## src/rtl/kyber_seed_dispatch.sv

```systemverilog
// kyber_seed_dispatch
//
// Purpose: seed sequencer placed after the SHA3-512 (Kyber G) block in KeyGen.
// It captures seed d, launches G, splits the 512-bit digest into rho (low half)
// and sigma (high half), then issues K*K XOF seed requests {rho, j, i} with i
// outer and j inner, followed by 2K PRF seed requests {sigma, N} for N = 0..2K-1.
//
// Optional build macro: KYBER_SEED_TRANSPOSE_EN
//   When defined, xof_seed carries {rho, i, j} so the matrix comes out transposed.
//   The counter order is the same in both builds.
//
// Ports:
//   clk, rst            clock, asynchronous active-high reset
//   start, d_in         run request (sampled in IDLE only) and the seed d
//   sha_M, sha_active   message and one-cycle launch pulse toward SHA3-512
//   sha_finish, sha_Z   completion pulse and digest from SHA3-512 (bit 0 first)
//   xof_valid/ready     XOF seed request handshake, payload xof_seed
//   prf_valid/ready     PRF seed request handshake, payload prf_seed
//   busy                high in every state except IDLE
//   done                one-cycle pulse after the last PRF transfer
module kyber_seed_dispatch #(
  parameter int unsigned K      = 3,
  parameter int unsigned SEED_W = 256
) (
  input  logic                clk,
  input  logic                rst,
  input  logic                start,
  input  logic [SEED_W-1:0]   d_in,
  output logic [SEED_W-1:0]   sha_M,
  output logic                sha_active,
  input  logic                sha_finish,
  input  logic [2*SEED_W-1:0] sha_Z,
  output logic                xof_valid,
  input  logic                xof_ready,
  output logic [SEED_W+15:0]  xof_seed,
  output logic                prf_valid,
  input  logic                prf_ready,
  output logic [SEED_W+7:0]   prf_seed,
  output logic                busy,
  output logic                done
);

  typedef enum logic [2:0] {
    StIdle,
    StShaReq,
    StWaitG,
    StXof,
    StPrf,
    StDone
  } state_e;

  localparam logic [7:0] KLast = 8'(K - 1);
  localparam logic [7:0] NLast = 8'(2 * K - 1);

  state_e            r_state;
  logic [SEED_W-1:0] r_d;
  logic [SEED_W-1:0] r_rho;
  logic [SEED_W-1:0] r_sigma;
  logic [7:0]        r_i;
  logic [7:0]        r_j;
  logic [7:0]        r_n;
  logic              r_sha_active;
  logic              r_xof_valid;
  logic              r_prf_valid;
  logic              r_busy;
  logic              r_done;

  always_ff @(posedge clk or posedge rst) begin
    if (rst) begin
      r_state      <= StIdle;
      r_d          <= '0;
      r_rho        <= '0;
      r_sigma      <= '0;
      r_i          <= 8'd0;
      r_j          <= 8'd0;
      r_n          <= 8'd0;
      r_sha_active <= 1'b0;
      r_xof_valid  <= 1'b0;
      r_prf_valid  <= 1'b0;
      r_busy       <= 1'b0;
      r_done       <= 1'b0;
    end else begin
      // Pulse outputs default low; each is raised for exactly one state.
      r_sha_active <= 1'b0;
      r_done       <= 1'b0;
      unique case (r_state)
        StIdle: begin
          if (start) begin
            r_d          <= d_in;
            r_sha_active <= 1'b1;
            r_busy       <= 1'b1;
            r_state      <= StShaReq;
          end
        end
        StShaReq: begin
          r_state <= StWaitG;
        end
        StWaitG: begin
          if (sha_finish) begin
            r_rho       <= sha_Z[SEED_W-1:0];
            r_sigma     <= sha_Z[2*SEED_W-1:SEED_W];
            r_i         <= 8'd0;
            r_j         <= 8'd0;
            r_xof_valid <= 1'b1;
            r_state     <= StXof;
          end
        end
        StXof: begin
          if (r_xof_valid && xof_ready) begin
            if (r_j == KLast) begin
              r_j <= 8'd0;
              if (r_i == KLast) begin
                // Last matrix entry: hand over straight to the noise seeds.
                r_i         <= 8'd0;
                r_xof_valid <= 1'b0;
                r_n         <= 8'd0;
                r_prf_valid <= 1'b1;
                r_state     <= StPrf;
              end else begin
                r_i <= r_i + 8'd1;
              end
            end else begin
              r_j <= r_j + 8'd1;
            end
          end
        end
        StPrf: begin
          if (r_prf_valid && prf_ready) begin
            if (r_n == NLast) begin
              r_prf_valid <= 1'b0;
              r_done      <= 1'b1;
              r_state     <= StDone;
            end else begin
              r_n <= r_n + 8'd1;
            end
          end
        end
        StDone: begin
          r_busy  <= 1'b0;
          r_state <= StIdle;
        end
        default: begin
          r_state <= StIdle;
        end
      endcase
    end
  end

  assign sha_M      = r_d;
  assign sha_active = r_sha_active;
  assign xof_valid  = r_xof_valid;
  assign prf_valid  = r_prf_valid;
  assign busy       = r_busy;
  assign done       = r_done;

`ifdef KYBER_SEED_TRANSPOSE_EN
  assign xof_seed = {r_rho, r_i, r_j};
`else
  assign xof_seed = {r_rho, r_j, r_i};
`endif

  assign prf_seed = {r_sigma, r_n};

endmodule

```

## config.mk

```make
export PLATFORM = sky130hd
export DESIGN_NAME = kyber_seed_dispatch
export DESIGN_NICKNAME = d
export VERILOG_FILES = /design/src/rtl/kyber_seed_dispatch.sv
export SDC_FILE = /design/constraint.sdc
export NUM_CORES = 2
export LEC_CHECK = 0
export ABC_CLOCK_PERIOD_IN_PS = 56000
export CAP_MARGIN = 10
export CORE_AREA = 4 4 613 615
export DETAILED_ROUTE_END_ITERATION = 12
export DIE_AREA = 0 0 617 619
export PLACE_DENSITY = 0.3
export SYNTH_ARGS = -nofsm -noshare
export SYNTH_HDL_FRONTEND = slang
export SYNTH_SLANG_ARGS = --single-unit
export TNS_END_PERCENT = 100
```

## constraint.sdc

```tcl
create_clock -name clk -period 56 [get_ports clk]
set_clock_uncertainty 0.15 [all_clocks]
set_input_delay 14 -clock clk [delete_from_list [all_inputs] [get_ports clk]]
set_output_delay 14 -clock clk [all_outputs]
set_load 0.01 [all_outputs]
```

==> impl_metrics.yaml <==
worst_setup_path:
  startpoint_type: "primary input"
  critPathArrivalTime_ns: 19.25
  endpoint_kind: "async pin"
  critical_path_class: "primary input to async pin"
  worstPathMaxFanout: 85
  required_ns: 56.69
finish:
  final_core_util: 0.150
  area_delta_synth_final_pct: 84.2
  fillCellCount: 41752
  design_area_mm2: 0.0558
  layout-drive-gt1-share: 0.104
  finalNetCount: 5244
die:
  fp-row-count: 224
  die_area_mm2: 0.382
  ios: 1571
  fp.dieW_um: 617
  core_mm2: 0.371
  die_h_um: 619
  start_util: 0.0817
routing:
  ant_nets: 0
  drt_iter0_markers: 1454
  num_vias: 27834
  drcViolationCount: 0
  vias_per_cell: 2.91
  firstDrtPassIters: 6
  wirelength_um: 260000
  wl_per_cell_um: 27.2
grt:
  grt_pass1_wl_um: 327000
  grt_max_degree: 168
  antenna_found_initial: 160
  grt_use_total: 0.130
  grt_pass1_vias: 28989
  overflow: 0
clock_network:
  insertion_delay_ns: 0.85
  cts-resized-gates: 0
  post-cts-setup-buffers: 0
  clk_pin_slew_ns: 0.06
  htree_levels: 3
  cts_made_buffers: 116
  cts_tree: "yes"
  clockRootBuffer: "clkbuf_16"
  cts_hold_repair.buffers: 0
  clockBufferDepth: 4
  cts_sinks: 800
pwr:
  seq_power_share: 0.326
  p_leak_uw: 0.0236
  power_density_mw_per_mm2: 57.5
  internal-power_uw: 1940
  power_uw: 3210
  p_sw_uw: 1270
  clockPowerShare: 0.235
  vdd_drop_max_v: 0.0000259
  p_sw_frac: 0.395
  p_comb_frac: 0.439
timing:
  setup_viol: 0
  max_freq_ghz: 0.0539
  finalCritPeriodShare: 0.331
  finalMaxSlewViolations: 0
  tns_ns: 0
  slew_headroom: 0.293
  hold_violations: 0
  rsz0062_at_grt: "false"
  tightest_slew_ns: 1.06
  period_minus_slack_ns: 18.56
yosys:
  synth_cell_types: 54
  synth_edf_count: 0
  ys_seq_elements: 800
  synthArstFlopShare: 1.00
  syn_area_per_cell_um2: 10.5
  syn_inst: 2895
  synth_fp_nets: 3675
  synth-seq-area-share: 0.661
  synth_ff_type: "dfrtp_1"
  yosysWarnings: 0
  syn_area_mm2: 0.0303
placement:
  dp_hpwl_um: 220000
  gp_congestion: 0.914
  portBuffers: 1570
  dpl_cell_area_mm2: 0.0519
outcome:
  status: "finished, final reports clean"
flow_run:
  maxCapViolations: 0
min_path:
  hold_path.class: "register to register"
## flip-flops by register name (all words and copies together), names as in the netlist
register	cells
r_n	8
sha_active	1
r_j	8
busy	1
sha_M	256
xof_valid	1
done	1
r_state	3
prf_valid	1
r_sigma	256
r_i	8
r_rho	256
## layer usage
metal  part of all wire  vias up  global-route usage
li1                   -    12337                   -
met1               0.35    13877               0.134
met2               0.55     1171               0.254
met3              0.072      393              0.0421
met4              0.023       56              0.0269
met5             0.0015        -                   0
## stage by stage
step                hold slack [ns]  setup slack, ns  std cells
global route                  0.340            36.62       9523
global placement              0.307            36.23       9318
CTS                           0.327            37.06       9516
finish                        0.322            37.44       9553
floorplan                     0.364            19.38       2895
detailed placement            0.311            36.18       9318
## final cells by class
type | count | area [um2] | share of cell area
Timing Repair Buffer | 1601 | 16000 | 0.286
Tap cell | 4972 | 6220 | 0.112
Clock buffer | 176 | 3430 | 0.0615
Sequential cell | 800 | 20000 | 0.359
Multi-Input combinational cell | 1937 | 9650 | 0.173
Antenna cell | 37 | 92.6 | 0.00166
Inverter | 8 | 37.5 | 0.000673
Clock inverter | 22 | 360 | 0.00646
## cell usage after synthesis, types with 6 or more instances
master,instances,area share
dfrtp_1,800,0.66
o31ai_1,12,0.0030
a21oi_1,6,0.00099
nand3_1,17,0.0028
clkbuf_1,123,0.015
nor2_1,9,0.0011
o21ai_0,15,0.0025
inv_1,8,0.00099
buf_2,24,0.0040
mux2_2,256,0.095
ha_1,6,0.0025
nand2_1,1553,0.19
## worst paths after layout
path	startpoint	endpoint	slack (ns)	depth (start not counted)
min in group asynchronous	rst	r_sigma[150]$_DFFE_PP0P_	13.51	2
worst min-delay path	r_sigma[244]$_DFFE_PP0P_	r_sigma[244]$_DFFE_PP0P_	0.32	2
worst max register to register	r_state[1]$_DFFE_PP0P_	sha_M[172]$_DFFE_PP0P_	50.48	8
worst min register to register	r_sigma[244]$_DFFE_PP0P_	r_sigma[244]$_DFFE_PP0P_	0.32	2
max in group clk	start	sha_M[172]$_DFFE_PP0P_	37.71	8
worst max-delay path	rst	r_rho[82]$_DFFE_PP0P_	37.44	8
## logic make-up (layout without fill, tap and decap cells)
kind of cell,Yosys count,after routing,synth area share
AND/OR/NAND/NOR,1612,1612,0.205
flip-flops,800,800,0.661
multiplexers,258,258,0.0959
buffers and inverters,158,1807,0.0211
AO/OA/AOI/OAI,60,60,0.0143
adder cells (fa/ha/maj),6,6,0.00248
XOR/XNOR,1,1,0.000289
other,0,37,0
## placed cells by master (no fill, tap or decap), drive strengths merged, types with 4 or more instances in the layout
cell,synthesis,routed
a21oi,6,6
ha,6,6
dfrtp,800,800
o31ai,12,12
clkbuf,124,176
clkdlybuf4s50,0,1570
nand2b,5,5
clkinv,0,11
and3,4,4
diode,0,37
or3,4,4
o21a,4,4
nand2,1553,1553
buf,26,31
o21ai,15,15
bufinv,0,8
mux2,256,256
a21o,5,5
nand3,18,18
inv,8,10
nor2,9,9
or4,4,4
## power groups by stage
stage,Clock (uW),Combinational [uW],Sequential (uW)
final,754,1410,1050
after global routing,808,1500,1080
after CTS,790,1480,1050
after detailed placement,0,1480,1060
after global placement,0,1480,1050
after floorplan,0,304,1120
## critical path: stages
cell	delay (ns)
clkdlybuf4s50_1	0.49
inv_8	0.46
buf_4	0.70
buf_4	0.61
buf_4	0.53
buf_4	0.59
buf_4	0.77
buf_4	0.78
No activity file was read; power rests on OpenSTA's default activity.
